### config.mk
export PLATFORM = sky130hd
export DESIGN_NAME = cv32e40px_rvfi_retire_sched
export DESIGN_NICKNAME = d
export VERILOG_FILES = /design/src/rtl/cv32e40px_rvfi_retire_sched.sv
export SDC_FILE = /design/constraint.sdc
export NUM_CORES = 1
export LEC_CHECK = 0
export CAP_MARGIN = 15
export CORE_MARGIN = 1.5
export CORE_UTILIZATION = 59
export DETAILED_ROUTE_END_ITERATION = 8
export PLACE_DENSITY_LB_ADDON = 0.1
export SLEW_MARGIN = 20
export SYNTH_ARGS = -nofsm -noshare
export SYNTH_HDL_FRONTEND = slang
export SYNTH_SLANG_ARGS = --single-unit
### constraint.sdc
create_clock -name clk_i -period 14.94 [get_ports clk_i]
set_clock_uncertainty 0.2 [all_clocks]
set_input_delay 2.988 -clock clk_i [delete_from_list [all_inputs] [get_ports clk_i]]
set_output_delay 2.988 -clock clk_i [all_outputs]
set_load 0.05 [all_outputs]
### src/rtl/cv32e40px_rvfi_retire_sched.sv
// Reorders retiring instructions so RVFI sees them in program order once late APU results land.
// Optional: define CV32E40PX_RVFI_SCHED_ORDER_EN to drive rvfi_order_o from a 64-bit retirement counter.
module cv32e40px_rvfi_retire_sched #(
    parameter int DEPTH = 4
) (
    input  logic        clk_i,
    input  logic        rst_ni,
    input  logic        retire_valid_i,
    input  logic        retire_pending_i,
    input  logic [31:0] retire_insn_i,
    input  logic [31:0] retire_pc_i,
    input  logic [4:0]  retire_rd_addr_i,
    input  logic [31:0] retire_rd_wdata_i,
    input  logic        apu_wb_valid_i,
    input  logic [31:0] apu_wb_data_i,
    output logic        retire_ready_o,
    output logic        rvfi_valid_o,
    output logic [31:0] rvfi_insn_o,
    output logic [31:0] rvfi_pc_rdata_o,
    output logic [4:0]  rvfi_rd_addr_o,
    output logic [31:0] rvfi_rd_wdata_o,
    output logic [63:0] rvfi_order_o,
    output logic        wb_err_o
);
    localparam int AW = (DEPTH > 1) ? $clog2(DEPTH) : 1;
    localparam logic [AW:0] FULL = (AW+1)'(DEPTH);

    logic [31:0]      insn_q  [DEPTH];
    logic [31:0]      pc_q    [DEPTH];
    logic [31:0]      wdata_q [DEPTH];
    logic [4:0]       rd_q    [DEPTH];
    logic [DEPTH-1:0] pend_q;
    logic [AW-1:0]    head_q, tail_q;
    logic [AW:0]      count_q;

    logic          has_pend;
    logic [AW-1:0] wb_idx, scan_idx;
    logic          head_done, push, inc_done, bypass, pop, emit, store, wb_buf, wb_stray;
    logic [31:0]   inc_wdata;

    // Writebacks arrive in order, so they always target the oldest pending entry.
    always_comb begin
        has_pend = 1'b0;
        wb_idx   = head_q;
        scan_idx = head_q;
        for (int i = 0; i < DEPTH; i++) begin
            scan_idx = head_q + AW'(i);
            if (!has_pend && (i < int'(count_q)) && pend_q[scan_idx]) begin
                has_pend = 1'b1;
                wb_idx   = scan_idx;
            end
        end
    end

    always_comb begin
        head_done      = (count_q != '0) && (!pend_q[head_q] || apu_wb_valid_i);
        retire_ready_o = (count_q < FULL) || head_done;
        push           = retire_valid_i && retire_ready_o;
        inc_done       = !retire_pending_i || (apu_wb_valid_i && !has_pend);
        inc_wdata      = retire_pending_i ? apu_wb_data_i : retire_rd_wdata_i;
        bypass         = (count_q == '0) && push && inc_done;
        pop            = head_done;
        emit           = pop || bypass;
        store          = push && !bypass;
        wb_buf         = apu_wb_valid_i && has_pend;
        wb_stray       = apu_wb_valid_i && !has_pend && !(push && retire_pending_i);
    end

    always_ff @(posedge clk_i or negedge rst_ni) begin
        if (!rst_ni) begin
            head_q          <= '0;
            tail_q          <= '0;
            count_q         <= '0;
            pend_q          <= '0;
            wb_err_o        <= 1'b0;
            rvfi_valid_o    <= 1'b0;
            rvfi_insn_o     <= '0;
            rvfi_pc_rdata_o <= '0;
            rvfi_rd_addr_o  <= '0;
            rvfi_rd_wdata_o <= '0;
        end else begin
            if (pop)   head_q <= head_q + AW'(1);
            if (store) tail_q <= tail_q + AW'(1);
            count_q <= count_q + (AW+1)'(store) - (AW+1)'(pop);
            if (wb_buf)   pend_q[wb_idx] <= 1'b0;
            // A full-buffer push reuses the slot being popped, so it must win.
            if (store)    pend_q[tail_q] <= !inc_done;
            if (wb_stray) wb_err_o <= 1'b1;
            rvfi_valid_o <= emit;
            if (bypass) begin
                rvfi_insn_o     <= retire_insn_i;
                rvfi_pc_rdata_o <= retire_pc_i;
                rvfi_rd_addr_o  <= retire_rd_addr_i;
                rvfi_rd_wdata_o <= inc_wdata;
            end else if (pop) begin
                rvfi_insn_o     <= insn_q[head_q];
                rvfi_pc_rdata_o <= pc_q[head_q];
                rvfi_rd_addr_o  <= rd_q[head_q];
                rvfi_rd_wdata_o <= pend_q[head_q] ? apu_wb_data_i : wdata_q[head_q];
            end
        end
    end

    always_ff @(posedge clk_i) begin
        if (wb_buf) wdata_q[wb_idx] <= apu_wb_data_i;
        if (store) begin
            insn_q[tail_q]  <= retire_insn_i;
            pc_q[tail_q]    <= retire_pc_i;
            rd_q[tail_q]    <= retire_rd_addr_i;
            wdata_q[tail_q] <= inc_wdata;
        end
    end

`ifdef CV32E40PX_RVFI_SCHED_ORDER_EN
    logic [63:0] order_q;
    always_ff @(posedge clk_i or negedge rst_ni) begin
        if (!rst_ni) begin
            order_q      <= '0;
            rvfi_order_o <= '0;
        end else if (emit) begin
            rvfi_order_o <= order_q;
            order_q      <= order_q + 64'd1;
        end
    end
`else
    assign rvfi_order_o = '0;
`endif

endmodule

After elaboration in Yosys (flattened, before gate mapping). Memories as Yosys holds them, arrays and structs flattened. Index checks and enable logic that the tools add are counted.

Bitwise logic cells: 2. Reductions and logical operators: 34. Order comparisons: 13. Mux-type cells: 36. Add/subtract/negate cells: 6.

Operators by type and width (count): 32-bit 2-to-1 mux (8); 1-bit logical AND (18); 2-bit by 3-bit < comparator with 1-bit output (second input constant) (6); 1-bit 2-to-1 mux (14); 5-bit 2-to-1 mux (2); 1-bit zero test (9); 1-bit binary-select mux with 2-bit select (4); 4-bit 2-to-1 mux (2); 1-bit by 3-bit < comparator with 1-bit output (first input constant) (2); 2-bit by 3-bit < comparator with 1-bit output (first input constant) (2); 2-bit 2-to-1 mux (3); 2-bit by 1-bit adder with 2-bit output (second input constant) (2); 2-bit adder (second input constant) (2); 4-bit AND (1); 4-bit bitwise mux (1); 1-bit demux with 2-bit select (2); 2-bit by 1-bit >= comparator with 1-bit output (second input constant) (2); 1-bit logical OR (4); 4-bit inverter (1); 3-bit by 1-bit adder with 3-bit output (1); 3-bit zero test (1); 3-bit < comparator (second input constant) (1); 3-bit nonzero test (1); 3-bit by 1-bit subtractor with 3-bit output (1); 2-bit nonzero test (1).

Memories kept: 4. Bits in writable memories: 404. Output and inout bits: 168. Flip-flop bits (word level): 114.

Memories: insn_q (words 4, width 32, rd ports 1, clocked after memory_dff 0, wr ports 1, RTL line 28) `logic [31:0] insn_q [DEPTH];`; pc_q (words 4, width 32, rd ports 1, clocked after memory_dff 0, wr ports 1, RTL line 29) `logic [31:0] pc_q [DEPTH];`; wdata_q (words 4, width 32, rd ports 1, clocked after memory_dff 0, wr ports 2, RTL line 30) `logic [31:0] wdata_q [DEPTH];`; rd_q (words 4, width 5, rd ports 1, clocked after memory_dff 0, wr ports 1, RTL line 31) `logic [4:0] rd_q [DEPTH];`.

Longest topological paths before layout.
Depth after elaboration: 25. Mapped depth: 13. Mapped depth without buffers: 13.

Least setup slack after synthesis. Ideal clock, no wire load.

Path kind: input -> register. Start: input port retire_pending_i. End: memory wdata_q[1][0], enable pin. Path slack: 7945 ps. Stages on the path: 7. Setup time: 391 ps. Path buffers: 2. Data required time: 14349 ps. Arrival time: 6404 ps. Cell sequence: clkbuf_1 inv_1 o21ai_1 o211ai_1 buf_2 inv_1 or2_1.

RTL lines: from (decl) (RTL line 9) `input logic retire_pending_i,`; to (decl) (RTL line 30).

Worst setup path in the final report.
Start: input port apu_wb_valid_i. End: output port retire_ready_o.

Cells in the longest elaborated chain, start to end: 3.

Ends and longest elaborated chain: from (decl) (RTL line 14) `input logic apu_wb_valid_i,`; 1-bit logical OR (RTL line 56) `head_done = (count_q != '0) && (!pend_q[head_q] || apu_wb_valid_i);`; 1-bit logical AND (RTL line 56); 1-bit logical OR (RTL line 57) `retire_ready_o = (count_q < FULL) || head_done;`; to (decl) (RTL line 16) `output logic retire_ready_o,`.

Every way passes these cells.

==> out/qor.txt <==
outcome - completed
top cell type's share of synthesized area - 54.54%
Cell Rows - 70
Worst EP required - 11.75 ns
Final nets - 1849
drt pass-1 iters - 6
Setup CP Type - input pin to output pin
Max Fanout on Critical Path - 6
# port buffers - 241
max-cap violations - 0
Critical Path Sink Type - output pin
Synth cell types - 56
Placer Congestion - 0.8264
Mapped Cells - 1478
P per Cell Area - 236.9 mW/mm²
via count - 13330
Yosys top cell by area - edfxtp_1
initial antenna violation count - 3
count leader, synth - edfxtp_1
Post-CTS Setup Inserts - 0
setup TNS - 0 ns
Clock transition at path regs - 0.06 ns
asr flop ratio synth - 22.01%
post-route ant nets - 0
I/O pin total - 306
HPWL Detailed - 28.47 mm
H-tree levels - 2
Final Hold Fails - 0
Iter 0 DRT Violations - 1094
Root Buffer - clkbuf_16
leakage power total - 0.009880 µW
first-pass GRT wire length - 77.56 mm
FF+latch count, synth - 518
final max-slew violation count - 0
Avg Inst Size Synth - 15.05 µm²
die height - 197.2 µm
R2R Setup Slk - 9.74 ns
layout cells sized above 1 - 13.53%
Die Width - 197.2 µm
achievable frequency - 127.1 MHz
post-route clock period utilization - 52.64%
hold_ws - 0.2643 ns
max_slew headroom - 25.68%
Placed Cells incl. Taps - 2152
net switching power - 2369 µW
crit path time final - 7.865 ns
die area - 0.03887 mm²
Total Routing Usage GR - 26.29%
Avg WL per Cell - 22.27 µm
Tot Pwr - 6308 µW
Core Area - 0.03687 mm²
logic gate share of total power - 40.6%
internal power - 3939 µW
Reg power frac - 37.5%
CTS tree - built
RSZ-0062 raised after global routing - no
Worst Max-Slew Pin Slew - 1.115 ns
Worst setup SP type - input pin
clock share of power - 21.9%
DRC - 0
synth warn - 0
post-synthesis sequential area ratio - 67.37%
Synth area leaders - edfxtp_1, dfrtp_1, mux4_2
Area Overhead vs Synth - 19.69%
CP Data Arrival Time - 4.68 ns
maximum vdd drop - 0.1824 mV
final setup fails - 0
Worst Hold Class - register to register
Post-synth top flop - edfxtp_1
Via density - 5.921
Post-CTS Hold Buffers - 0
Sink Count - 518
number of synthesized flops with an enable pin - 404
Commonest cells post-synth - edfxtp_1, nand2_1, o21ai_0
Clock Latency Late Sink - 0.57 ns
vias in the first global route - 13530
non-filler cells, final - 2252
initial core utilization - 60.32%
cells resized by post-CTS repair - 0
CTS Buf Count - 51
largest net degree at the start of global routing - 72
Mapped Area - 0.02224 mm²
routed wire length - 50.16 mm
grt ovf - 0
clk buf depth - 3
Sw Ratio - 37.55%
[power groups by stage]
stage | combinational, µW | clock, µW | sequential, µW
floorplan | 1410 | 0 | 2780
global placement | 2540 | 0 | 2380
detailed placement | 2570 | 0 | 2400
CTS | 2580 | 1400 | 2380
global route | 2750 | 1460 | 2420
finish | 2560 | 1380 | 2370
[path summary, 6_finish.rpt]
check,from,endpoint,cells past startpoint
setup / recovery,apu_wb_valid_i,retire_ready_o,4
hold / removal,rvfi_insn_o[26]$_DFFE_PN0P_,rvfi_insn_o[26]$_DFFE_PN0P_,2
setup reg to reg,head_q[0]$_DFFE_PN0P_,wdata_q[1][27]$_DFFE_PP_,9
hold reg to reg,rvfi_insn_o[26]$_DFFE_PN0P_,rvfi_insn_o[26]$_DFFE_PN0P_,2
max in group asynchronous,rst_ni,head_q[0]$_DFFE_PN0P_,3
min in group asynchronous,rst_ni,rvfi_insn_o[29]$_DFFE_PN0P_,1
[final cells by class]
class                   count  area [µm²]
diodes                      4       10.01
clock buffers              65        1389
clock inverters            30       427.9
fillers                  2393       10250
inverters                  20       85.08
multi-input cells         845        6484
flip-flops and latches    518       14990
well taps                 504       630.6
repair buffers            266        2605
[worst max-delay path: stages]
cell	delay, ns
clkdlybuf4s50_1	0.58
inv_1	0.15
nand3_2	0.13
clkdlybuf4s50_1	0.82
[kinds of logic after synthesis]
| group | Yosys count | synth area share, % |
|---|---|---|
| DFF | 518 | 67.37 |
| and+or+nand+nor | 336 | 6.137 |
| AOI/OAI and AO/OA | 260 | 7.628 |
| buffers and inverters | 178 | 4.596 |
| muxes | 172 | 13.56 |
| adders and majority gates | 9 | 0.5400 |
| xor gates and xnor gates | 4 | 0.1575 |
| other | 1 | 0.01686 |
[stage by stage]
stage	area, µm²	util (%)	setup WS [ns]
final	26620	72.20	7.075
after global routing	26620	72.20	7.060
after CTS	26590	72.12	7.094
after detailed placement	24780	67.19	7.095
after global placement	24780	67.19	7.129
after floorplan	22480	-	7.945
[cells in the final DEF (no fill, tap or decap), drive strengths merged, types with 27 or more instances in the layout]
master	n
a22oi	69
o21ai	132
nand2	307
conb	64
dfrtp	114
mux2i	65
clkdlybuf4s50	239
clkbuf	65
o221ai	33
mux4	103
edfxtp	404
buf	27
[state kept, by name (all words and copies together) (netlist names)]
signal and cells:
wdata_q 128, rvfi_valid_o 1, insn_q 128, pend_q 4
wb_err_o 1, count_q 3, rvfi_rd_addr_o 5, tail_q 2
rd_q 20, pc_q 128, rvfi_pc_rdata_o 32, rvfi_insn_o 32
head_q 2, rvfi_rd_wdata_o 32
[routing by layer]
metal	share of wire [%]	up-vias	GRT usage, %
met4	2.4	0	8.453
met3	6.8	72	3.995
met5	0	-	0
met2	50	506	43.58
met1	41	6782	36.38
li1	-	5973	-
No activity file was read; power rests on OpenSTA's default activity.
